**src/rtl/bcd_digit_entry.sv**
```systemverilog
// Decimal digit entry: debounced/synchronised key presses shift BCD digits into a binary value.
// Optional key debounce is enabled by defining BCD_DEBOUNCE_EN.
module bcd_digit_entry #(
  parameter int unsigned NUM_DIGITS = 2,
  parameter int unsigned BIN_W      = 7,
  parameter int unsigned DB_CYCLES  = 16
) (
  input  logic                    CLOCK_50,
  input  logic                    reset,
  input  logic [3:0]              digit_in,
  input  logic                    enter_n,
  input  logic                    clear,
  output logic [BIN_W-1:0]        value,
  output logic [4*NUM_DIGITS-1:0] digits_bcd,
  output logic [2:0]              digit_count,
  output logic                    full,
  output logic                    err_invalid,
  output logic                    err_overflow
);

  localparam int unsigned DW = 4 * NUM_DIGITS;
  localparam bit ParamsOk = (NUM_DIGITS >= 1) && (NUM_DIGITS <= 4) && (DB_CYCLES >= 1) &&
                            ((64'd1 << BIN_W) >= 64'(10 ** NUM_DIGITS));

  if (!ParamsOk) begin : g_bad_params
    $error("bcd_digit_entry: illegal parameter combination");
  end

  typedef enum logic [1:0] {
    StEmpty,
    StPartial,
    StFull
  } state_e;

  state_e state;

  logic sync1, sync2;
  logic key_lvl;
  logic prev_lvl;
  logic press;

  // Synchroniser flops reset to the released (high) key level.
  always_ff @(posedge CLOCK_50 or posedge reset) begin
    if (reset) begin
      sync1 <= 1'b1;
      sync2 <= 1'b1;
    end else begin
      sync1 <= enter_n;
      sync2 <= sync1;
    end
  end

`ifdef BCD_DEBOUNCE_EN
  localparam int unsigned CW = (DB_CYCLES > 1) ? $clog2(DB_CYCLES) : 1;

  logic [CW-1:0] db_cnt;
  logic          db_lvl;

  // The debounced level only follows sync2 after DB_CYCLES consecutive differing samples.
  always_ff @(posedge CLOCK_50 or posedge reset) begin
    if (reset) begin
      db_lvl <= 1'b1;
      db_cnt <= '0;
    end else if (sync2 == db_lvl) begin
      db_cnt <= '0;
    end else if (db_cnt == CW'(DB_CYCLES - 1)) begin
      db_lvl <= sync2;
      db_cnt <= '0;
    end else begin
      db_cnt <= db_cnt + 1'b1;
    end
  end

  assign key_lvl = db_lvl;
`else
  assign key_lvl = sync2;
`endif

  always_ff @(posedge CLOCK_50 or posedge reset) begin
    if (reset) begin
      prev_lvl <= 1'b1;
    end else begin
      prev_lvl <= key_lvl;
    end
  end

  assign press = prev_lvl & ~key_lvl;

  logic             digit_ok;
  logic [BIN_W-1:0] value_mac;
  logic [DW-1:0]    digits_shift;
  logic [2:0]       count_inc;

  assign digit_ok     = (digit_in <= 4'd9);
  assign value_mac    = (value << 3) + (value << 1) + BIN_W'(digit_in);
  assign digits_shift = (digits_bcd << 4) | DW'(digit_in);
  assign count_inc    = digit_count + 3'd1;

  always_ff @(posedge CLOCK_50 or posedge reset) begin
    if (reset) begin
      state        <= StEmpty;
      value        <= '0;
      digits_bcd   <= '1;
      digit_count  <= '0;
      full         <= 1'b0;
      err_invalid  <= 1'b0;
      err_overflow <= 1'b0;
    end else begin
      err_invalid  <= 1'b0;
      err_overflow <= 1'b0;
      if (clear) begin
        // Clear beats a coincident press and suppresses its error pulse.
        state       <= StEmpty;
        value       <= '0;
        digits_bcd  <= '1;
        digit_count <= '0;
        full        <= 1'b0;
      end else if (press) begin
        if (!digit_ok) begin
          err_invalid <= 1'b1;
        end else begin
          case (state)
            StEmpty, StPartial: begin
              value       <= value_mac;
              digits_bcd  <= digits_shift;
              digit_count <= count_inc;
              if (count_inc == 3'(NUM_DIGITS)) begin
                state <= StFull;
                full  <= 1'b1;
              end else begin
                state <= StPartial;
              end
            end
            StFull: begin
              err_overflow <= 1'b1;
            end
            default: begin
              state <= StEmpty;
            end
          endcase
        end
      end
    end
  end

endmodule
```
**config.mk**
```make
export PLATFORM = sky130hd
export DESIGN_NAME = bcd_digit_entry
export DESIGN_NICKNAME = d
export VERILOG_FILES = /design/src/rtl/bcd_digit_entry.sv
export SDC_FILE = /design/constraint.sdc
export NUM_CORES = 1
export LEC_CHECK = 0
export ABC_AREA = 1
export CAP_MARGIN = 5
export CORE_MARGIN = 2
export CORE_UTILIZATION = 45
export DETAILED_ROUTE_END_ITERATION = 6
export PLACE_DENSITY = 0.76
export SYNTH_ARGS = -nofsm -noshare
export SYNTH_HDL_FRONTEND = slang
export SYNTH_SLANG_ARGS = --single-unit
```
**constraint.sdc**
```tcl
create_clock -name CLOCK_50 -period 1.8 [get_ports CLOCK_50]
set_input_delay 0.36 -clock CLOCK_50 [delete_from_list [all_inputs] [get_ports CLOCK_50]]
set_output_delay 0.36 -clock CLOCK_50 [all_outputs]
set_load 0.02 [all_outputs]
```
==> impl_metrics.json, run 1 <==
{
  "status": "finished with violations",
  "violations": "setup timing",
  "dieArea_mm2": 0.00343,
  "async_reset_ff_frac": 1.00,
  "yosys_register_bits": 26,
  "postCtsHoldBufs": 0,
  "num_vias": 1093,
  "irDropWorstVdd_v": 0.000562,
  "start_util": 0.481,
  "crit_slowest_cell": "clkdlybuf4s50_1",
  "yosysMostFrequentCell": "nand2_1",
  "critical-path-top-delay-family": "adder cells",
  "synth_cells": 153,
  "grt_start_max_net_pins": 27,
  "power.density_mw_per_mm2": 680,
  "register_area_um2": 668,
  "reg2reg_setup_slack_ns": -0.01,
  "tightest_slew_ns": 0.327,
  "met3_length_um": 118,
  "min_path_type": "primary input to async pin",
  "synth_area_mm2": 0.00134,
  "avgSynthCellArea_um2": 8.75,
  "grt_use_total": 0.169,
  "postRouteAntennaNets": 0,
  "layout.cells.non_filler": 222,
  "core_mm2": 0.00278,
  "drive_gt1_frac": 0.215,
  "synth_area_leaders": "dfrtp_1 (28%), dfstp_2 (22%), nand2_1 (11%)",
  "clockBufferDepth": 2,
  "diodes": 0,
  "startpoint_type": "primary input",
  "placedCellCount": 217,
  "cts_tree": "built",
  "pin_count": 29,
  "drt-total-wl_mm": 2.69,
  "drc": 0,
  "crit_type": "primary input to flop",
  "firstDrtPassIters": 4,
  "fillers": 238,
  "clkTransAtPathRegs_ns": 0.14,
  "cap_violations": 0,
  "synth.distinct_cells": 20,
  "crit_required_ns": 2.03,
  "die_x_um": 58.5,
  "grt_pass1_vias": 1108,
  "layout_min_cycle_time_ns": 1.81,
  "syn2layout_area_growth_pct": 33.2,
  "cts_buffers": 3,
  "dp_hpwl_mm": 1.95,
  "viasPerCell": 4.92,
  "ys_top_cells_by_count": "nand2_1 (41), inv_1 (27), dfrtp_1 (15)",
  "h-tree-depth": 1,
  "insertion_delay_ns": 0.32,
  "clock-sinks": 26,
  "place_area_mm2": 0.00171,
  "cellLeakagePower_nw": 0.959,
  "rows": 19,
  "reg2reg_depth": 10,
  "fmax_ghz": 0.552,
  "path_cells": "clkdlybuf4s50_1 -> ha_1 -> ha_2 -> fa_2 -> nand3_2 -> nand3_2 -> inv_2 -> nand2_1 -> nand3_1 -> nand2_1",
  "ys_warn_count": 0,
  "synth_nets": 173,
  "place_ws_ns": -0.506,
  "max-slew-margin-rel": 0.782,
  "crit_arrival_ns": 2.04,
  "multi_input_area_um2": 587,
  "grt.overflow.total": 0,
  "period_share": 1.01,
  "path_depth": 10,
  "finalNetCount": 212,
  "crit_fanout": 2,
  "antenna_found_initial": 0,
  "stdcell_area_mm2": 0.00178,
  "yosys.area.top_type_share": 0.280,
  "finClkSkew_ns": 0.00196,
  "slew_viol_final": 0,
  "top_layer": "met4",
  "timing.hold.ws_ns": 0.367,
  "synth_edf_count": 0,
  "routabilityCongestion": 0.848,
  "crit_path_end_kind": "flop",
  "drt-met1-wl_mm": 1.16,
  "setup_ws_ns": -0.0110,
  "grt_pass1_wl_mm": 4.46,
  "dr_wl_met2_mm": 1.36,
  "rsz0062_at_grt": "true",
  "cp_slowest_stage_delay_ns": 0.49,
  "timing.final.hold_violations": 0,
  "cts_root_buf": "clkbuf_4",
  "fp.dieH_um": 58.5,
  "portBuffers": 28,
  "critPathBufInv": 2,
  "synth_ff_type": "dfrtp_1",
  "post_drt_wl_per_cell_um": 12.1,
  "ys_seq_area_frac": 0.496,
  "drt_iter0_drc": 35,
  "finalSetupViolCount": 1,
  "synth_largest_area_cell": "dfrtp_1"
}
## cell type report
type | count | share of cell area
clock buffers | 3 | 0.0126
multi-input cells | 98 | 0.329
well taps | 31 | 0.0218
clock inverters | 1 | 0.0168
inverters | 27 | 0.0568
flip-flops and latches | 26 | 0.375
repair buffers | 36 | 0.188
## report_power, final
group          switching (mW)  internal (mW)
registers              0.0147          0.612
clock network           0.175          0.225
logic                   0.106         0.0804
total                   0.295          0.917
## final timing paths
kind	from	endpoint
min	reset	err_invalid
max	digit_in[2]	value[6]
max reg2reg	value[0]	value[6]
min reg2reg	sync1	key_lvl
max in group asynchronous	reset	digits_bcd[4]
min in group CLOCK_50	sync1	key_lvl
## state kept, by name (all words and copies together) (netlist names)
| register | cells |
|---|---|
| digit_count | 3 |
| digits_bcd | 8 |
| err_invalid | 1 |
| err_overflow | 1 |
| full | 1 |
| key_lvl | 1 |
| prev_lvl | 1 |
| state | 2 |
| sync1 | 1 |
| value | 7 |
## metrics by stage
step | utilization | total power, mW | setup TNS, ns
final | 0.641 | 1.21 | -0.0110
after CTS | 0.633 | 1.23 | -0.0433
after global routing | 0.641 | 1.26 | -0.107
after floorplan | - | 0.742 | -0.0112
after global placement | 0.616 | 0.814 | -1.72
after detailed placement | 0.616 | 0.822 | -1.75
## layer usage
layer	GRT usage	up-vias
met2	0.283	28
met5	0	-
li1	-	545
met1	0.209	514
met3	0.0264	6
met4	0.0930	0
## repair_timing
action                     CTS  global route
resized for setup           10             6
buffers inserted             1             0
setup endpoints to repair   13             6
pin swaps                    4             3
## kinds of logic (layout without fill, tap and decap cells)
logic type | after synthesis | after routing | share of synthesized area
flip-flops | 26 | 26 | 0.496
adder cells (fa/ha/maj) | 12 | 12 | 0.123
AND/OR/NAND/NOR | 70 | 70 | 0.224
AO/OA/AOI/OAI | 15 | 15 | 0.0617
buffers and inverters | 29 | 67 | 0.0878
XOR/XNOR | 1 | 1 | 0.00654
## worst register-to-register path: stages, from the launching register on
cell and delay, ns:
dfrtp_2 0.39, inv_2 0.04, fa_1 0.54, inv_2 0.05, fa_2 0.35, nand3_2 0.08, nand3_2 0.08, inv_2 0.05
nand2_1 0.04, nand3_1 0.06, nand2_1 0.05
## layout by cell type, fill, tap and decap left out, drive strengths merged
cell type and instances:
nand2 44, inv 27, clkdlybuf4s50 15, dfrtp 15, nor2 13, dfstp 11
dlygate4sd2 10, nand3 10, ha 10, a21oi 9, buf 8, o21ai 6
clkbuf 3, dlymetal6s2s 3, or2 2, fa 2, nor4 1, xnor2 1
bufinv 1
Power figures use the tool's default switching activity.
==> inputs of run 2 (changes only) <==
--- a/config.mk
+++ b/config.mk
@@ -10,6 +10,7 @@
 export CORE_MARGIN = 2
 export CORE_UTILIZATION = 45
 export DETAILED_ROUTE_END_ITERATION = 6
+export HOLD_SLACK_MARGIN = 0.06
 export PLACE_DENSITY = 0.76
 export SYNTH_ARGS = -nofsm -noshare
 export SYNTH_HDL_FRONTEND = slang
==> results of run 2 <==
The final DEF is identical to that of run 1; final timing and power are the same.
